===== src/rtl/sad_pkg.sv =====
// Shared width helpers and FSM encoding for the SAD block matcher.
package sad_pkg;

  typedef enum logic [1:0] {
    S_IDLE  = 2'd0,
    S_RUN   = 2'd1,
    S_DRAIN = 2'd2,
    S_DONE  = 2'd3
  } state_e;

  function automatic int clog2(input int v);
    int r;
    r = 0;
    for (int i = 0; i < 31; i++)
      if ((1 << i) < v) r = i + 1;
    return r;
  endfunction

  function automatic int clog2_min1(input int v);
    return (clog2(v) < 1) ? 1 : clog2(v);
  endfunction

  function automatic int row_w(input int pix_w, input int n_pix);
    return pix_w + clog2(n_pix);
  endfunction

  function automatic int sad_w(input int pix_w, input int n_pix, input int blk_rows);
    return row_w(pix_w, n_pix) + clog2(blk_rows);
  endfunction

  function automatic int cand_w(input int num_cand);
    return clog2_min1(num_cand);
  endfunction

endpackage


===== src/rtl/sad_adder_tree.sv =====
// Registered binary adder tree: N operands of IN_W bits, one register per level,
// a valid bit riding alongside. flush drops everything in flight.
module sad_adder_tree
  import sad_pkg::*;
#(
  parameter int N    = 16,
  parameter int IN_W = 8,
  localparam int LVLS  = clog2(N),
  localparam int OUT_W = IN_W + LVLS
) (
  input  logic                clk,
  input  logic                reset,
  input  logic                flush,
  input  logic                in_vld,
  input  logic [N*IN_W-1:0]   in_data,
  output logic                out_vld,
  output logic [OUT_W-1:0]    out_data
);

  logic [LVLS:1] vld_pipe_q;

  always_ff @(posedge clk) begin
    if (!reset || flush) begin
      vld_pipe_q <= '0;
    end else begin
      vld_pipe_q[1] <= in_vld;
      for (int k = 2; k <= LVLS; k++) vld_pipe_q[k] <= vld_pipe_q[k-1];
    end
  end

  // Level l holds N>>l partial sums, each one bit wider than the level below.
  for (genvar l = 0; l <= LVLS; l++) begin : g_lvl
    logic [(N>>l)-1:0][IN_W+l-1:0] d;
    if (l == 0) begin : g_in
      assign d = in_data;
    end else begin : g_add
      always_ff @(posedge clk) begin
        for (int j = 0; j < (N >> l); j++)
          d[j] <= {1'b0, g_lvl[l-1].d[2*j]} + {1'b0, g_lvl[l-1].d[2*j+1]};
      end
    end
  end

  assign out_vld  = vld_pipe_q[LVLS];
  assign out_data = g_lvl[LVLS].d[0];

endmodule


===== src/rtl/sad_block_matcher.sv =====
// Full-search SAD engine: abs-diff stage, adder tree, block accumulator,
// input/output counters, search FSM and running-minimum tracker.
module sad_block_matcher
  import sad_pkg::*;
#(
  parameter int PIX_W    = 8,
  parameter int N_PIX    = 16,
  parameter int BLK_ROWS = 16,
  parameter int NUM_CAND = 289,
  localparam int ROW_W  = row_w(PIX_W, N_PIX),
  localparam int SAD_W  = sad_w(PIX_W, N_PIX, BLK_ROWS),
  localparam int CAND_W = cand_w(NUM_CAND)
) (
  input  logic                   clk,
  input  logic                   reset,
  input  logic                   start,
  input  logic                   in_valid,
  input  logic [N_PIX*PIX_W-1:0] cur_row,
  input  logic [N_PIX*PIX_W-1:0] ref_row,
  output logic                   busy,
  output logic                   sad_valid,
  output logic [SAD_W-1:0]       sad,
  output logic [CAND_W-1:0]      sad_idx,
  output logic                   best_valid,
  output logic [SAD_W-1:0]       best_sad,
  output logic [CAND_W-1:0]      best_idx
);

  localparam int RC_W = clog2_min1(BLK_ROWS);
  localparam logic [RC_W-1:0]   ROW_LAST  = RC_W'(BLK_ROWS - 1);
  localparam logic [CAND_W-1:0] CAND_LAST = CAND_W'(NUM_CAND - 1);

  state_e                    state_q, state_d;
  logic [RC_W-1:0]           in_row_q, out_row_q;
  logic [CAND_W-1:0]         in_cand_q, out_cand_q;
  logic [N_PIX-1:0][PIX_W-1:0] absd, diff_q;
  logic                      diff_vld_q;
  logic                      t_vld;
  logic [ROW_W-1:0]          t_sum;
  logic [SAD_W-1:0]          acc_q, blk_sum, sad_q, best_sad_q;
  logic [CAND_W-1:0]         sad_idx_q, best_idx_q;
  logic                      sad_valid_q, best_valid_q;
  logic                      accept, in_last;

  for (genvar i = 0; i < N_PIX; i++) begin : g_absd
    logic [PIX_W-1:0] c, r;
    assign c       = cur_row[i*PIX_W +: PIX_W];
    assign r       = ref_row[i*PIX_W +: PIX_W];
    assign absd[i] = (c >= r) ? c - r : r - c;
  end

  sad_adder_tree #(.N(N_PIX), .IN_W(PIX_W)) u_tree (
    .clk      (clk),
    .reset    (reset),
    .flush    (start),
    .in_vld   (diff_vld_q),
    .in_data  (diff_q),
    .out_vld  (t_vld),
    .out_data (t_sum)
  );

  assign accept  = (state_q == S_RUN) && in_valid && !start;
  assign in_last = accept && (in_row_q == ROW_LAST) && (in_cand_q == CAND_LAST);
  // First row of a block loads; later rows add onto the running total.
  assign blk_sum = (out_row_q == '0) ? SAD_W'(t_sum) : acc_q + SAD_W'(t_sum);

  always_comb begin
    state_d = state_q;
    case (state_q)
      S_IDLE:  state_d = S_IDLE;
      S_RUN:   if (in_last) state_d = S_DRAIN;
      S_DRAIN: if (sad_valid_q && sad_idx_q == CAND_LAST) state_d = S_DONE;
      S_DONE:  state_d = S_IDLE;
      default: state_d = S_IDLE;
    endcase
  end

  always_ff @(posedge clk) begin
    if (!reset) begin
      state_q      <= S_IDLE;
      in_row_q     <= '0;
      in_cand_q    <= '0;
      out_row_q    <= '0;
      out_cand_q   <= '0;
      diff_vld_q   <= 1'b0;
      diff_q       <= '0;
      acc_q        <= '0;
      sad_q        <= '0;
      sad_idx_q    <= '0;
      sad_valid_q  <= 1'b0;
      best_valid_q <= 1'b0;
      best_sad_q   <= '1;
      best_idx_q   <= '0;
    end else if (start) begin
      state_q      <= S_RUN;
      in_row_q     <= '0;
      in_cand_q    <= '0;
      out_row_q    <= '0;
      out_cand_q   <= '0;
      diff_vld_q   <= 1'b0;
      sad_valid_q  <= 1'b0;
      best_valid_q <= 1'b0;
      best_sad_q   <= '1;
      best_idx_q   <= '0;
    end else begin
      state_q      <= state_d;
      diff_vld_q   <= accept;
      sad_valid_q  <= t_vld && (out_row_q == ROW_LAST);
      best_valid_q <= (state_d == S_DONE);
      if (accept) begin
        diff_q   <= absd;
        in_row_q <= (in_row_q == ROW_LAST) ? '0 : in_row_q + RC_W'(1);
        if (in_row_q == ROW_LAST)
          in_cand_q <= (in_cand_q == CAND_LAST) ? '0 : in_cand_q + CAND_W'(1);
      end
      if (t_vld) begin
        out_row_q <= (out_row_q == ROW_LAST) ? '0 : out_row_q + RC_W'(1);
        if (out_row_q == ROW_LAST) begin
          sad_q      <= blk_sum;
          sad_idx_q  <= out_cand_q;
          out_cand_q <= (out_cand_q == CAND_LAST) ? '0 : out_cand_q + CAND_W'(1);
          // Strict compare: on a tie the earlier candidate stays best.
          if (blk_sum < best_sad_q) begin
            best_sad_q <= blk_sum;
            best_idx_q <= out_cand_q;
          end
        end else begin
          acc_q <= blk_sum;
        end
      end
    end
  end

  assign busy       = (state_q == S_RUN) || (state_q == S_DRAIN);
  assign sad_valid  = sad_valid_q;
  assign sad        = sad_q;
  assign sad_idx    = sad_idx_q;
  assign best_valid = best_valid_q;
  assign best_sad   = best_sad_q;
  assign best_idx   = best_idx_q;

endmodule


===== config.mk =====
export PLATFORM = sky130hd
export DESIGN_NAME = sad_block_matcher
export DESIGN_NICKNAME = d
export VERILOG_FILES = /design/src/rtl/sad_pkg.sv /design/src/rtl/sad_adder_tree.sv /design/src/rtl/sad_block_matcher.sv
export SDC_FILE = /design/constraint.sdc
export NUM_CORES = 1
export LEC_CHECK = 0
export CAP_MARGIN = 30
export CORE_MARGIN = 10
export CORE_UTILIZATION = 41
export CTS_CLUSTER_DIAMETER = 40
export DETAILED_ROUTE_END_ITERATION = 8
export PLACE_DENSITY_LB_ADDON = 0.08
export SLEW_MARGIN = 5
export SYNTH_ARGS = -nofsm -noshare
export SYNTH_HDL_FRONTEND = slang
export SYNTH_HIERARCHICAL = 1
export SYNTH_SLANG_ARGS = --single-unit

===== constraint.sdc =====
create_clock -name clk -period 3.17 [get_ports clk]
set_input_delay 0.4755 -clock clk [delete_from_list [all_inputs] [get_ports clk]]
set_output_delay 0.4755 -clock clk [all_outputs]
set_load 0.05 [all_outputs]

==> results.json <==
{
  "status": "finished, violations left",
  "failed_checks": "setup timing",
  "hold_start": "reset",
  "yosys.area.top_type_share_pct": 27.3,
  "vdd_ir_drop_max_mv": 0.421,
  "timing.max_cap.violations": 0,
  "setup.worst_path.end_class": "register",
  "timing.critical_path.max_delay_family": "compound AO/OA/AOI/OAI gates",
  "ant_nets": 0,
  "routed_wire_length_per_instance_um": 15.2,
  "drt_iter0_markers": 998,
  "whs_path_cells": 3,
  "gr-total-overflow": 0,
  "holdWs_ns": 0.208,
  "portBuffers": 312,
  "grt_first_pass_wirelength_um": 114000,
  "critPathArrivalTime_ns": 3.92,
  "global_route.usage.total_pct": 17.0,
  "grt_busiest_layer": "met2",
  "worstHoldPathType": "in -> reg",
  "drive_gt1_share_pct": 8.66,
  "worstReg2RegEnd": "best_sad[6]",
  "syn_inst": 3172,
  "vias_per_cell": 5.18,
  "io_pins": 313,
  "max_slew.worst_pin.slew_ns": 0.750,
  "first_global_vias": 23500,
  "tritoncts_clock_tree": "done",
  "cts_hold_repair.buffers": 0,
  "finalCriticalPeriod_ns": 3.46,
  "report.final.hold_viol_count": 0,
  "post_synth_instance_area_um2": 27500,
  "proportion_of_synthesized_flip_flops_having_asynchronous_set_or_reset_pct": 0,
  "rr_startpoint": "acc_q[0]",
  "globalRouteMet3Util_pct": 2.34,
  "yosys.cell_types.count": 73,
  "core_area_um2": 66100,
  "grt_util_met2_pct": 29.6,
  "fin_area_um2": 34400,
  "place.detailed.instances": 4353,
  "setup_violations": 25,
  "synth_area_per_cell_um2": 8.67,
  "static-leakage-power_nw": 16.6,
  "timing.final.crit_share_pct": 109,
  "cts.sink_count": 375,
  "synth_edf_count": 0,
  "initial_utilization_pct": 41.6,
  "finalCoreUtilization_pct": 52.1,
  "gp_congestion": 0.858,
  "critPathRequiredTime_ns": 3.64,
  "critPathBufInv": 3,
  "crit_fanout": 8,
  "fmax_mhz": 289,
  "finish.cell_count_without_fillers": 4465,
  "synth_fp_nets": 3887,
  "critical-path-slowest-cell": "sky130_fd_sc_hd__a221o_1",
  "ratio_of_total_power_to_cell_area_nw_per_um2": 460,
  "totalWireLength_um": 68000,
  "antenna_found_initial": 0,
  "placed_cell_area_um2": 32300,
  "area_growth_pct": 25.1,
  "ys_seq_elements": 375,
  "r2r_slack_ns": -0.29,
  "post-synth-top-area-cell": "sky130_fd_sc_hd__dfxtp_1",
  "clk-insertion-delay-late_ns": 0.60,
  "drc": 0,
  "cp_cell_sequence": "ha_4 > buf_6 > a211oi_4 > o211ai_1 > and2_1 > a221o_1 > nand4_1 > xor2_2 > nor2_1 > ha_1 > and4_1 > a211oi_2 > o211ai_4 > buf_8 > buf_12 > nand2_1 > o211ai_1",
  "cpPeakStageDelay_ns": 0.37,
  "whs_endpoint": "diff_q[113]",
  "die_h_um": 279,
  "design.die.area_um2": 77800,
  "ys_flop_type": "sky130_fd_sc_hd__dfxtp_1",
  "synth_seq_area_share_pct": 27.3,
  "critical_path.most_common_cell": "sky130_fd_sc_hd__o211ai_1",
  "dp.final_hpwl_um": 54200,
  "num_rows": 94,
  "p_total_w": 0.0158,
  "path_class": "reg -> reg",
  "timing.final.ws_setup_ns": -0.286,
  "cts_made_buffers": 55,
  "fillerInstances": 6194,
  "grt_util_met1_pct": 21.9,
  "firstDrtPassIters": 5,
  "clockRootBuffer": "sky130_fd_sc_hd__clkbuf_16",
  "slew_violations": 0,
  "rr_worst_depth": 17,
  "grt_max_degree": 184,
  "yosysWarnings": 6,
  "rsz0062_at_grt": "yes",
  "clock_path_buffers": 3,
  "cts-htree-levels": 2,
  "timing.critical_path.from_type": "register",
  "clk_pin_slew_worst_paths_ns": 0.06,
  "yosys-top-cells-area": "sky130_fd_sc_hd__dfxtp_1 27%, sky130_fd_sc_hd__ha_1 19%, sky130_fd_sc_hd__inv_1 4.9%",
  "fin_nets": 4270,
  "dieWidth_um": 279,
  "max-slew-margin-rel_pct": 50.0,
  "dr_total_vias": 23100,
  "antenna_cells": 0,
  "worst_clock_skew_ns": 0.0189
}
-- worst max path at each step --
stage	startpoint	endpoint	slack [ns]	cells after the start
6_report	acc_q[0]	best_sad[6]	-0.29	17
3_5_place_dp	acc_q[1]	best_sad[4]	-0.32	16
4_1_cts	acc_q[1]	best_sad[6]	-0.29	17
2_1_floorplan	acc_q[1]	best_sad[14]	0.006	15
5_1_grt	acc_q[0]	best_sad[2]	-0.46	17
3_3_place_gp	acc_q[1]	best_sad[2]	-0.28	16
-- power by group --
group	switching [W]	total [W]	internal (W)
sequential	0.000212	0.00530	0.00509
combinational	0.00224	0.00429	0.00205
clock	0.00245	0.00624	0.00379
-- flip-flops by register name, indices dropped and copies added (netlist names), 2 cells and up --
signal,count
acc_q,16
out_cand_q,9
u_tree/vld_pipe_q,4
best_idx,9
diff_q,128
u_tree/out_data,12
u_tree/g_lvl.d,134
out_row_q,4
state_q,2
in_cand_q,9
best_sad,16
sad,16
sad_idx,9
in_row_q,4
-- tightest hold or removal path: cells and delay by family --
kind / cells / cell delay [ns]
buffers and inverters: 1 / 0.15
AND/OR/NAND/NOR: 1 / 0.08
AO/OA/AOI/OAI: 1 / 0.06
-- synth_stat cells, types with 58 or more instances --
cell	n
sky130_fd_sc_hd__a21o_1	94
sky130_fd_sc_hd__a21oi_1	266
sky130_fd_sc_hd__clkbuf_1	82
sky130_fd_sc_hd__dfxtp_1	375
sky130_fd_sc_hd__ha_1	407
sky130_fd_sc_hd__inv_1	360
sky130_fd_sc_hd__mux2i_1	107
sky130_fd_sc_hd__nand2_1	156
sky130_fd_sc_hd__nor2_1	164
sky130_fd_sc_hd__nor2b_1	58
sky130_fd_sc_hd__o21ai_0	229
sky130_fd_sc_hd__xnor2_1	142
sky130_fd_sc_hd__xor2_1	58
-- per-stage QoR --
step	worst slack (ns)	TNS (ns)
floorplan	0.00563	0
global placement	-0.284	-6.00
detailed placement	-0.319	-6.94
CTS	-0.287	-6.58
global route	-0.461	-9.98
finish	-0.286	-5.62
-- layout make-up --
| type | instances | area [µm²] | area share [%] |
|---|---|---|---|
| well taps | 864 | 1080 | 3.14 |
| flip-flops and latches | 375 | 7510 | 21.8 |
| inverters | 360 | 1350 | 3.93 |
| multi-input cells | 2339 | 18400 | 53.6 |
| clock buffers | 60 | 1440 | 4.17 |
| clock inverters | 43 | 497 | 1.44 |
| repair buffers | 424 | 4090 | 11.9 |
-- what timing repair did --
item,in CTS,in global routing
gates cloned,2,1
resized for setup,20,22
hold endpoints to repair,0,0
setup buffers,4,4
endpoints found under the setup margin,25,25
pin swaps,2,19
-- routing by layer --
metal | vias up | wire length, µm
li1 | 11900 | -
met1 | 10800 | 31900
met2 | 374 | 32700
met3 | 78 | 2220
met4 | 0 | 1130
met5 | - | 0
-- placed cells by master (no fill, tap or decap), drive strengths merged, types with 14 or more instances in the layout --
cell,synthesis,layout
buf,15,112
o211a,36,36
xor2,58,58
a211oi,40,40
o41ai,24,24
clkinv,0,15
o22ai,16,16
a31oi,43,43
mux2,15,15
clkdlybuf4s50,0,311
o21ai,245,245
fa,48,48
nor2b,58,58
ha,407,407
and3,23,23
o21bai,18,18
mux2i,107,107
a21oi,275,275
o211ai,19,19
nand4,27,27
inv,360,377
a21boi,38,38
dfxtp,375,375
nor3,60,60
nand3,39,39
xnor2,142,142
nor2,165,165
nand2b,45,45
clkbuf,83,61
nand2,156,156
and2,14,14
a21o,94,94
o21a,27,27
-- cells by family after synthesis --
family                     count (synthesis)  synth area share, %
xor gates and xnor gates                 200                 6.37
muxes                                    122                 4.51
buffers and inverters                    458                 6.34
AOI/OAI and AO/OA                        929                 22.1
and+or+nand+nor                          633                 11.4
adders and majority gates                455                 22.0
DFF                                      375                 27.3
(Power assumes the default switching activity.)
